$ cat config.mk
export PLATFORM = sky130hd
export DESIGN_NAME = mem_tester
export DESIGN_NICKNAME = d
export VERILOG_FILES = /design/src/rtl/mem_tester.sv
export SDC_FILE = /design/constraint.sdc
export NUM_CORES = 1
export LEC_CHECK = 0
export CAP_MARGIN = 20
export CORE_ASPECT_RATIO = 1.75
export CORE_MARGIN = 5
export CORE_UTILIZATION = 30
export DETAILED_ROUTE_END_ITERATION = 10
export GPL_TIMING_DRIVEN = 0
export PLACE_DENSITY = 0.51
export SYNTH_ARGS = -nofsm -noshare
export SYNTH_HDL_FRONTEND = slang
export SYNTH_SLANG_ARGS = --single-unit
$ cat constraint.sdc
create_clock -name clk -period 4.6 [get_ports clk]
set_input_delay 0.92 -clock clk [delete_from_list [all_inputs] [get_ports clk]]
set_output_delay 0.92 -clock clk [all_outputs]
set_load 0.005 [all_outputs]
$ cat src/rtl/mem_tester.sv
// Memory pattern tester: writes 2^ADDR_W 64-bit words as half-word pairs,
// reads them back, counts mismatches and streams each read word out.
module mem_tester #(
  parameter int ADDR_W  = 5,
  parameter int ERR_W   = 16,
  parameter int TIMEOUT = 255
) (
  input  logic              clk,
  input  logic              rst_n,
  input  logic              start,
  input  logic [1:0]        mode,
  input  logic [63:0]       seed,
  output logic [19:0]       mem_addr,
  output logic              mem_write,
  output logic              mem_read,
  output logic [63:0]       mem_wrdata,
  input  logic              mem_ready,
  input  logic [31:0]       mem_rddata,
  output logic              busy,
  output logic              done,
  output logic              pass,
  output logic              timeout_err,
  output logic [ERR_W-1:0]  err_count,
  output logic [ADDR_W-1:0] first_err_addr,
  output logic              res_valid,
  output logic [ADDR_W-1:0] res_addr,
  output logic [63:0]       res_data
);

  localparam int WC_W =
    (TIMEOUT < 2) ? 1 : $clog2(TIMEOUT + 1);
  // Galois taps 64,63,61,60 on a right-shifting register
  localparam logic [63:0] TAPS = 64'hD800_0000_0000_0000;

  typedef enum logic [2:0] {
    IDLE, WR_REQ, WR_W1, WR_W2,
    RD_REQ, RD_W1, RD_W2, FIN
  } state_t;

  state_t state, state_nx;

  logic [ADDR_W-1:0] addr;
  logic [WC_W-1:0]   wcnt;
  logic [1:0]        mode_r;
  logic [63:0]       seed_r;
  logic [63:0]       lfsr;
  logic [31:0]       rd_hi;

  logic [ADDR_W-1:0] addr_inc;
  logic              last;
  logic              waiting;
  logic              tmo;
  logic              step;
  logic [63:0]       rep;
  logic [5:0]        sh;
  logic [63:0]       pat0;
  logic [63:0]       pat;
  logic [63:0]       rd_word;
  logic              mism;
  logic [63:0]       lfsr_nx;
  logic [63:0]       seed_ld;
  logic [63:0]       seed_lr;

  assign addr_inc = addr + ADDR_W'(1);
  assign last     = &addr;
  assign waiting  = (state == WR_W1) || (state == WR_W2) ||
                    (state == RD_W1) || (state == RD_W2);
  assign tmo      = waiting && !mem_ready &&
                    (wcnt == WC_W'(TIMEOUT));
  assign step     = mem_ready &&
                    ((state == WR_W2) || (state == RD_W2));
  assign sh       = 6'(addr);
  assign pat0     = seed_r ^ rep;
  assign rd_word  = {rd_hi, mem_rddata};
  assign mism     = (rd_word != pat);
  assign lfsr_nx  = lfsr[0] ? ((lfsr >> 1) ^ TAPS) : (lfsr >> 1);
  assign seed_ld  = (seed == '0) ? 64'h1 : seed;
  assign seed_lr  = (seed_r == '0) ? 64'h1 : seed_r;

  always_comb begin
    rep = '0;
    for (int i = 0; i < 64; i++) begin
      rep[i] = addr[i % ADDR_W];
    end
  end

  always_comb begin
    pat = pat0;
    unique case (mode_r)
      2'd0: pat = pat0;
      2'd1: pat = 64'h1 << sh;
      2'd2: pat = ~pat0;
      2'd3: pat = lfsr;
    endcase
  end

  always_comb begin
    state_nx = state;
    unique case (state)
      IDLE:   if (start) state_nx = WR_REQ;
      WR_REQ: state_nx = WR_W1;
      WR_W1:
        if (mem_ready) state_nx = WR_W2;
        else if (tmo) state_nx = FIN;
      WR_W2:
        if (mem_ready) state_nx = last ? RD_REQ : WR_REQ;
        else if (tmo) state_nx = FIN;
      RD_REQ: state_nx = RD_W1;
      RD_W1:
        if (mem_ready) state_nx = RD_W2;
        else if (tmo) state_nx = FIN;
      RD_W2:
        if (mem_ready) state_nx = last ? FIN : RD_REQ;
        else if (tmo) state_nx = FIN;
      FIN:    state_nx = IDLE;
      default: state_nx = IDLE;
    endcase
  end

  always_ff @(posedge clk or negedge rst_n) begin
    if (!rst_n) state <= IDLE;
    else        state <= state_nx;
  end

  always_ff @(posedge clk or negedge rst_n) begin
    if (!rst_n) begin
      addr           <= '0;
      wcnt           <= '0;
      mode_r         <= '0;
      seed_r         <= '0;
      lfsr           <= '0;
      rd_hi          <= '0;
      pass           <= 1'b0;
      timeout_err    <= 1'b0;
      err_count      <= '0;
      first_err_addr <= '0;
      res_valid      <= 1'b0;
      res_addr       <= '0;
      res_data       <= '0;
    end else begin
      res_valid <= 1'b0;
      if (waiting && !mem_ready && !tmo)
        wcnt <= wcnt + WC_W'(1);
      else
        wcnt <= '0;
      if (state == IDLE && start) begin
        mode_r         <= mode;
        seed_r         <= seed;
        err_count      <= '0;
        pass           <= 1'b0;
        timeout_err    <= 1'b0;
        first_err_addr <= '0;
        addr           <= '0;
        lfsr           <= seed_ld;
      end
      if (tmo) timeout_err <= 1'b1;
      if (state == RD_W1 && mem_ready) rd_hi <= mem_rddata;
      if (step) begin
        addr <= addr_inc;
        // read pass replays the sequence from the seed
        lfsr <= (state == WR_W2 && last) ? seed_lr : lfsr_nx;
      end
      if (state == RD_W2 && mem_ready) begin
        res_valid <= 1'b1;
        res_addr  <= addr;
        res_data  <= rd_word;
        if (mism) begin
          if (err_count != '1) err_count <= err_count + ERR_W'(1);
          if (err_count == '0) first_err_addr <= addr;
        end
      end
      if (state == FIN)
        pass <= (err_count == '0) && !timeout_err;
    end
  end

  assign mem_addr   = 20'(addr);
  assign mem_write  = (state == WR_REQ);
  assign mem_read   = (state == RD_REQ);
  assign mem_wrdata = mem_write ? pat : '0;
  assign busy       = (state != IDLE);
  assign done       = (state == FIN);

endmodule

Word level (Yosys, flattened, before mapping)
Cells that the tools add are included.

word-level totals
  register bits = 271
  input port bits = 102
  output and inout bits = 181
  word-level logic and storage cells = 93

operators by class
  add/subtract/negate cells = 3
  equality and inequality tests = 14
  shift operators = 1
  multiplexer cells = 32
  bitwise operators = 3
  reductions and logical operators = 26

operator list
  kind                     count
  $mux W64                 7
  $pmux W64 S4             1
  $logic_not A64 Y1        2
  $mux W16                 4
  $ne A64 B64 Y1           1
  $not A64 Y64             1
  $shl A1 B5 Y64 const A   1
  $xor A64 B64 Y64         1
  $mux W5                  6
  $pmux W3 S8              1
  $mux W3                  7
  $add A16 B1 Y16 const B  1
  $logic_not A16 Y1        1
  $ne A16 B16 Y1 const B   1
  $eq A3 B3 Y1 const B     4
  $logic_and A1 B1 Y1      9
  $add A8 B1 Y8 const B    1
  $eq A8 B8 Y1 const B     1
  $mux W8                  1
  $eq A3 B2 Y1 const B     2
  $reduce_bool A2 Y1       3
  $add A5 B1 Y5 const B    1
  $reduce_and A5 Y1        1
  $eq A2 B2 Y1 const B     2
  11 further kinds         19

Logic depth before layout (Yosys ltp)
Gate-level depths: netlist of run 1.

  word-level depth = 9
  gate-level depth with buffers = 15
  mapped depth without buffers = 11

Worst setup path before layout of run 1
OpenSTA, ideal clock, no wires.

  path kind = reg-to-reg
  start point = register addr[2]
  end point = register err_count[11]
  library setup time = 0.120 ns
  arrival = 3.200 ns
  data required time = 4.480 ns
  path slack = 1.281 ns
  stages on the path, launching flop included = 16
  buffers on the path = 4
  period minus slack after synthesis = 3.319 ns
  path through = dfrtp_1 -> buf_4 -> buf_6 -> clkbuf_1 -> inv_1 -> ha_1 -> nand3_1 -> a2bb2oi_1 -> o21ai_0 -> or4b_1 -> nor4_1 -> and4_1 -> nand4_4 -> buf_6 -> o211a_1 -> a31o_1

between the ends
  cells in the longest elaborated chain, start to end = 6
  elaborated cells between the ends (all ways) = 7
  those cells by class = eq/ne: 1; shift: 1; mux: 3; bitwise: 2

ends and longest elaborated chain
  item                      line  text
  start: declaration        42    logic [ADDR_W-1:0] addr;
  start signal: assignment  159   addr <= addr_inc;
  $xor A64 B64 Y64          73    assign pat0 = seed_r ^ rep;
  $not A64 Y64              92    2'd2: pat = ~pat0;
  $pmux W64 S4 (*)          89    unique case (mode_r)
  $ne A64 B64 Y1 (*)        75    assign mism = (rd_word != pat);
  $mux W16 (*)              167   if (mism) begin
  $mux W16 (*)              163   if (state == RD_W2 && mem_ready) begin
  end signal: assignment    168   if (err_count != '1) err_count <= err_count + ERR_W'(1);
  end: declaration          23    output logic [ERR_W-1:0] err_count,

Mark *: on every way between the ends. The rest lies on a longest branch, timed or not.
A chain may end at the register's enable or synchronous reset.

Worst setup path in the final report of run 1
  start point = register addr[4]
  end point = output port mem_wrdata[1]

between the ends
  cells in the longest elaborated chain, start to end = 3

ends and longest elaborated chain
  item              line  text
  $shl A1 B5 Y64    91    2'd1: pat = 64'h1 << sh;
  $pmux W64 S4      89
  $mux W64          180   assign mem_wrdata = mem_write ? pat : '0;
  end: declaration  16    output logic [63:0] mem_wrdata,

No other way between the ends.

==> results.md, run 1 <==
- Post-synthesis compound-gate area fraction: 21.3%
- Grt peak-use layer: met2
- First-pass GRT wire length: 140 mm
- Flops & latches, synth: 271
- LEAKAGE: 9.44 nW
- Hpwl dp: 82.4 mm
- Area share of fa/ha/maj cells after synthesis: 0.754%
- Setup slack after layout: -0.0508 ns
- Worst hold slack: 0.258 ns
- RSZ-0062 raised after global routing: yes
- R2r setup slk: 0.25 ns
- M3 GR Usage: 4.31%
- Post-synth top flop: dfrtp_1
- Setup violators final: 3
- Met1 Use GR: 36.4%
- Nets@finish: 2411
- Initial antenna violation count: 3
- Ys async rst share: 100%
- Clk Latency, worst-skew pair: 0.59 ns
- CTS Hold Bufs: 0
- Crit-path slowest cell: dfrtp_1
- Min Tclk post-route: 4.65 ns
- Via density: 5.90
- Max Fclk: 215 MHz
- H-tree lvl count: 1
- FP Rows: 114
- Antenna-violating nets left: 0
- Status: finished, violations left
- Layout cells sized above 1: 7.98%
- Core footprint: 55100 um^2
- Worst R2R Start: addr[2]
- Starting DRT DRC Count: 1829
- CP cell instances: buf_4 -> buf_6 -> buf_4 -> inv_1 -> a31oi_1 -> a211oi_1 -> clkdlybuf4s50_1
- Synth cell types: 86
- Synth Warn #: 0
- EDFF count, synth: 0
- Met2 track demand over resource: 56.1%
- Crit path max fanout: 10
- Worst Path Buf+Inv: 5
- Starting Density: 30.1%
- Mapped Area: 16600 um^2
- Clk buf depth: 3
- Startpoint class of the critical path: flop
- Post-Route Utilization: 38.9%
- Sequential area share after synthesis: 40.9%
- Skew final: 0.0190 ns
- Worst reg-to-reg path cell count: 12
- VDD IR max: 304 uV
- Final GP Congestion: 0.995
- Worst-Margin Slew: 1.11 ns
- Ports: 283
- Reg2reg end: err_count[11]
- Port Buf Inserts: 263
- CTS root buf: clkbuf_16
- Multiplexer area fraction after synthesis: 2.04%
- Final worst-path cycle share: 101%
- Drt pass-1 iters: 6
- Cells after Synth: 1987
- Failing checks: setup timing
- Post-synthesis xor/xnor area fraction: 6.15%
- Max-cap violations: 0
- Fin. max-slew vios: 0
- Delay-heaviest family, CP: buffers and inverters
- DRC viols: 0
- TritonCTS sink count: 271
- Die H: 321 um
- CTS tree: yes
- CP required: 3.68 ns
- Die width: 188 um
- Clk slew on worst S/H paths: 0.07 ns
- Hold Path Class: primary input to async pin
- Mean Syn Cell Area: 8.35 um^2
- Critical Path AT: 3.73 ns
- Vias in the first global route: 17931
- Worst setup EP type: output port
- Power density over the cells: 747 nW/um^2
- Detailed-route wire length: 101 mm
- Largest family of logic cells by synthesized area: simple AND/OR/NAND/NOR gates
- GRT Total Usage: 32.3%
- Relative slew slack: 26.2%
- WL per Instance: 33.5 um
- Grt total ovfl: 0
- Area grow syn2layout: 29.1%
- Most used cell, CP: buf_4
- Full die area: 60300 um^2
- Final Hold Vio Count: 0
- Simple-gate area share of the yosys netlist: 22.6%
- Crit path kind: flop to output port
- Place WS: -0.844 ns
- CTS Buf Count: 28
- Pin count of the biggest net entering global routing: 115
- Slowest stage delay, CP: 0.60 ns
- Vias: 17804
## power breakdown
part / internal, W / leakage [nW] / switching, W
registers: 0.00321 / 3.51 / 0.00135
logic: 0.00314 / 5.44 / 0.00577
clock network: 0.00148 / 0.486 / 0.00105
## worst max-delay path by stage
stage | from | end | slack, ns | depth (start not counted)
final | addr[4] | mem_wrdata[1] | -0.05 | 7
after global routing | addr[1] | mem_wrdata[25] | -0.006 | 10
after CTS | mode_r[1] | mem_wrdata[34] | -0.004 | 8
after detailed placement | addr[2] | err_count[1] | -0.84 | 15
after global placement | rst_n | res_data[20] | -9.43 | 1
after floorplan | addr[2] | err_count[11] | 1.28 | 15
## layout by cell type, fill, tap and decap left out, types with 17 or more instances in the layout
master,count
xor2_1,66
dfrtp_1,271
buf_2,22
a21oi_1,45
nor2_1,111
buf_4,37
clkbuf_16,29
nand3_1,31
clkdlybuf4s50_1,262
a31oi_1,36
o21ai_0,135
nand4_1,20
xnor2_1,37
nor4_1,42
inv_1,42
mux2i_1,17
a22oi_1,102
a221oi_1,34
nand2_1,500
nor3_1,31
clkbuf_1,92
## routing by layer
metal,vias to the layer above,routed length [um]
li1,7706,-
met1,8800,36600
met2,1001,49400
met3,293,6060
met4,4,9000
met5,-,21
## worst reg2reg max path: stages, from the launching register on
cell	delay, ns
dfrtp_1	0.50
buf_4	0.31
buf_6	0.31
xor2_1	0.49
o22ai_1	0.28
a221oi_1	0.65
o22a_1	0.26
nand4_1	0.18
nor4_1	0.42
nand4_4	0.29
buf_6	0.25
o211a_1	0.13
a31o_1	0.18
## kinds of logic (layout without fill, tap and decap cells)
family	count (synthesis)	in the layout
buf+inv	214	532
fa+ha+maj	10	10
simple gates	838	838
flops	271	271
compound gates	512	512
mux	32	32
xor+xnor	109	109
other cells	1	16
## final cells by class
cell class / count / area [um^2]
multi-input combinational: 1516 / 8980
fill: 5702 / 33600
inverter: 44 / 169
buffer: 166 / 877
sequential: 271 / 6780
timing repair buffer: 272 / 2750
tap: 696 / 871
antenna: 1 / 2.50
clock inverter: 13 / 203
clock buffer: 37 / 786
## what timing repair did
action | in CTS | in global routing
setup buffers | 5 | 2
gates cloned | 0 | 0
pin swaps | 2 | 1
endpoints found under the setup margin | 63 | 20
gates resized for setup | 33 | 9
## synthesized netlist by cell type, types with 35 or more instances
master	number	share of area (%)
nand2_1	500	11
dfrtp_1	271	41
a31oi_1	36	1.4
a21oi_1	46	1.4
nor4_1	42	1.6
clkbuf_1	92	2.1
nor2_1	113	2.6
xnor2_1	37	2.0
nor3_1	35	1.1
inv_1	43	0.97
o21ai_0	136	4.1
a22oi_1	102	4.6
xor2_1	66	3.5
## sequential cells by signal, summed over array words and instances, names as in the netlist, 8 cells and up
name / flops
err_count: 16
res_data: 64
wcnt: 8
rd_hi: 32
seed_r: 64
lfsr: 64
## metrics by stage
stage	power [W]	TNS [ns]	instance area, um^2	cells
floorplan	0.00841	0	16600	2001
global placement	0.0131	-2564.15	20100	2960
detailed placement	0.0131	-19.70	20200	2962
CTS	0.0157	-0.00395	21400	3014
global route	0.0165	-0.00643	21400	3015
finish	0.0160	-0.114	21400	3016
Note: power is estimated with default switching activity, not from simulation.
==> inputs of run 2 (changes only) <==
- CELL_PAD_IN_SITES_DETAIL_PLACEMENT: not set -> 1
- CELL_PAD_IN_SITES_GLOBAL_PLACEMENT: not set -> 2
- PLACE_DENSITY: 0.51 -> 0.78
==> results.md, run 2 (synthesis results as in run 1) <==
- Clk slew on worst S/H paths: 0.06 ns (about the same)
- Clk buf depth: 3 (unchanged)
- Drt pass-1 iters: 7 (+1)
- Register area: 6780 um^2 (unchanged)
- Crit path kind: flop to output port
- TritonCTS sink count: 271 (unchanged)
- First-pass GRT wire length: 145 mm (+3.4%)
- Final worst-path cycle share: 99.0% (-2.1 points)
- CP required: 3.68 ns (about the same)
- Via density: 5.90 (about the same)
- Die width: 188 um (unchanged)
- CTS root buf: clkbuf_16
- Reg2reg end: err_count[10]
- Setup violators final: 0 (-3)
- CTS Buf Count: 28 (unchanged)
- Area grow syn2layout: 28.6%
- Antenna-violating nets left: 0 (unchanged)
- LEAKAGE: 9.43 nW (-0.12%)
- Detailed-route wire length: 104 mm (+2.6%)
- Commonest cells after routing, fill and taps aside: nand2_1, dfrtp_1, clkdlybuf4s50_1, o21ai_0, nor2_1
- Post-route insts no fill: 3017 (+0.033%)
- H-tree lvl count: 1 (unchanged)
- Vias: 17809 (+0.028%)
- Worst-Margin Slew: 1.18 ns (+0.0728 ns)
- Clk Latency, worst-skew pair: 0.60 ns (about the same)
- Regs by FF count: lfsr x64, res_data x64, seed_r x64
- Placement Cell Area: 20200 um^2 (about the same)
- Min Tclk post-route: 4.55 ns (-0.0984 ns)
- GRT Total Usage: 33.3% (+0.99 points)
- CP startpoint: addr[0]
- CTS tree: yes
- Status: finished clean
- Ports: 283 (unchanged)
- Final GP Congestion: 0.995 (about the same)
- Worst R2R Start: addr[2]
- Power density over the cells: 743 nW/um^2 (-0.55%)
- Hold Path Class: primary input to async pin
- VDD IR max: 363 uV (+19%)
- Starting DRT DRC Count: 1445 (-21%)
- Crit path max fanout: 10 (unchanged)
- Worst setup EP type: output port
- Final Hold Vio Count: 0 (unchanged)
- Worst reg-to-reg path cell count: 15 (+3)
- Initial antenna violation count: 0 (-3)
- Die H: 321 um (unchanged)
- Filler Cells Inserted: 6545 (+15%)
- Relative slew slack: 21.4% (-4.9 points)
- Port Buf Inserts: 263 (unchanged)
- Worst hold slack: 0.225 ns (-0.0327 ns)
- Hpwl dp: 84.9 mm (+3.1%)
- RSZ-0062 raised after global routing: no
- Setup slack after layout: 0.0477 ns (+0.0984 ns)
- Grt total ovfl: 0 (unchanged)
- FP Rows: 114 (unchanged)
- Post-Place Cells: 2964 (+0.068%)
- Max-cap violations: 0 (unchanged)
- Max Fclk: 220 MHz (+2.2%)
- Vias in the first global route: 18816 (+4.9%)
- Full die area: 60300 um^2 (unchanged)
- Layout cells sized above 1: 7.80% (-0.18 points)
- Place WS: -1.00 ns (-0.159 ns)
- Fin area: 21300 um^2 (-0.36%)
- R2r setup slk: 0.09 ns (-0.16 ns)
- Pin count of the biggest net entering global routing: 115 (unchanged)
- Core footprint: 55100 um^2 (unchanged)
- WL per Instance: 34.4 um (+2.6%)
- Multi-input logic area: 8940 um^2 (-0.52%)
- Crit path capture: mem_wrdata[18]
- Commonest non-fill, non-tap cell in the layout: nand2_1
- Fin. max-slew vios: 0 (unchanged)
- Nets@finish: 2412 (+0.041%)
- Starting Density: 30.1% (unchanged)
- Critical Path AT: 3.63 ns (-0.10 ns)
- Skew final: 0.0223 ns (+0.00325 ns)
- DRC viols: 0 (unchanged)
- Startpoint class of the critical path: flop
[run 2: cell types whose count changed in the layout (fill, tap and decap cells not counted), moves of 2 or more]
cell,change
bufinv_16,-2
ha_1,+3
ha_2,-2
nor3_1,+2
nor3_2,-2
o22ai_1,-2
o22ai_2,+2
[run 2: worst min-delay path by stage]
stage                    to  slack [ns]
6_report            wcnt[7]        0.23
5_1_grt             wcnt[7]        0.23
3_3_place_gp   res_data[54]        0.46
4_1_cts             wcnt[6]        0.20
2_1_floorplan       wcnt[0]        0.45
3_5_place_dp   res_data[50]        0.46
[run 2: worst max-delay path, stage by stage, from the launching register on]
cell and delay, ns:
dfrtp_1 0.44, buf_4 0.30, clkinvlp_4 0.30, ha_1 0.32
nand4bb_2 0.25, nor2_1 0.09, a211oi_1 0.59, a211oi_1 0.19
clkdlybuf4s50_1 0.52
[run 2: report_power, final]
group	internal, W	total (W)	switching (W)
clock	0.00138	0.00243	0.00104
combinational	0.00313	0.00887	0.00574
sequential	0.00321	0.00457	0.00136
[run 2: cell type report]
class                      instances  share of cell area, %
clock inverter                    10                  0.616
multi-input combinational       1516                   41.9
buffer                           164                   4.05
timing repair buffer             275                   13.0
inverter                          44                  0.809
antenna                            1                 0.0117
clock buffer                      40                   3.78
tap                              696                   4.08
sequential                       271                   31.8
[run 2: through the flow]
step                setup TNS [ns]  utilization, %  power [W]
floorplan                        0               -    0.00841
CTS                              0            38.6     0.0157
global route                     0            38.8     0.0164
detailed placement          -22.25            36.7     0.0132
global placement          -2569.12            36.6     0.0131
finish                           0            38.8     0.0159
[run 2: repair_timing]
action                                  in CTS  in global routing
pin swaps                                    0                  1
gates resized for setup                     22                 11
hold buffers                                 0                  0
endpoints found under the setup margin      59                 15
setup buffers                                5                  2
[run 2: per-layer routing]
layer	global-route usage (%)	vias to the layer above	part of all wire (%)
met5	0	-	0
li1	-	7696	-
met3	3.28	237	4.4
met1	37.5	9095	37
met4	20.3	0	7.6
met2	60.5	781	50
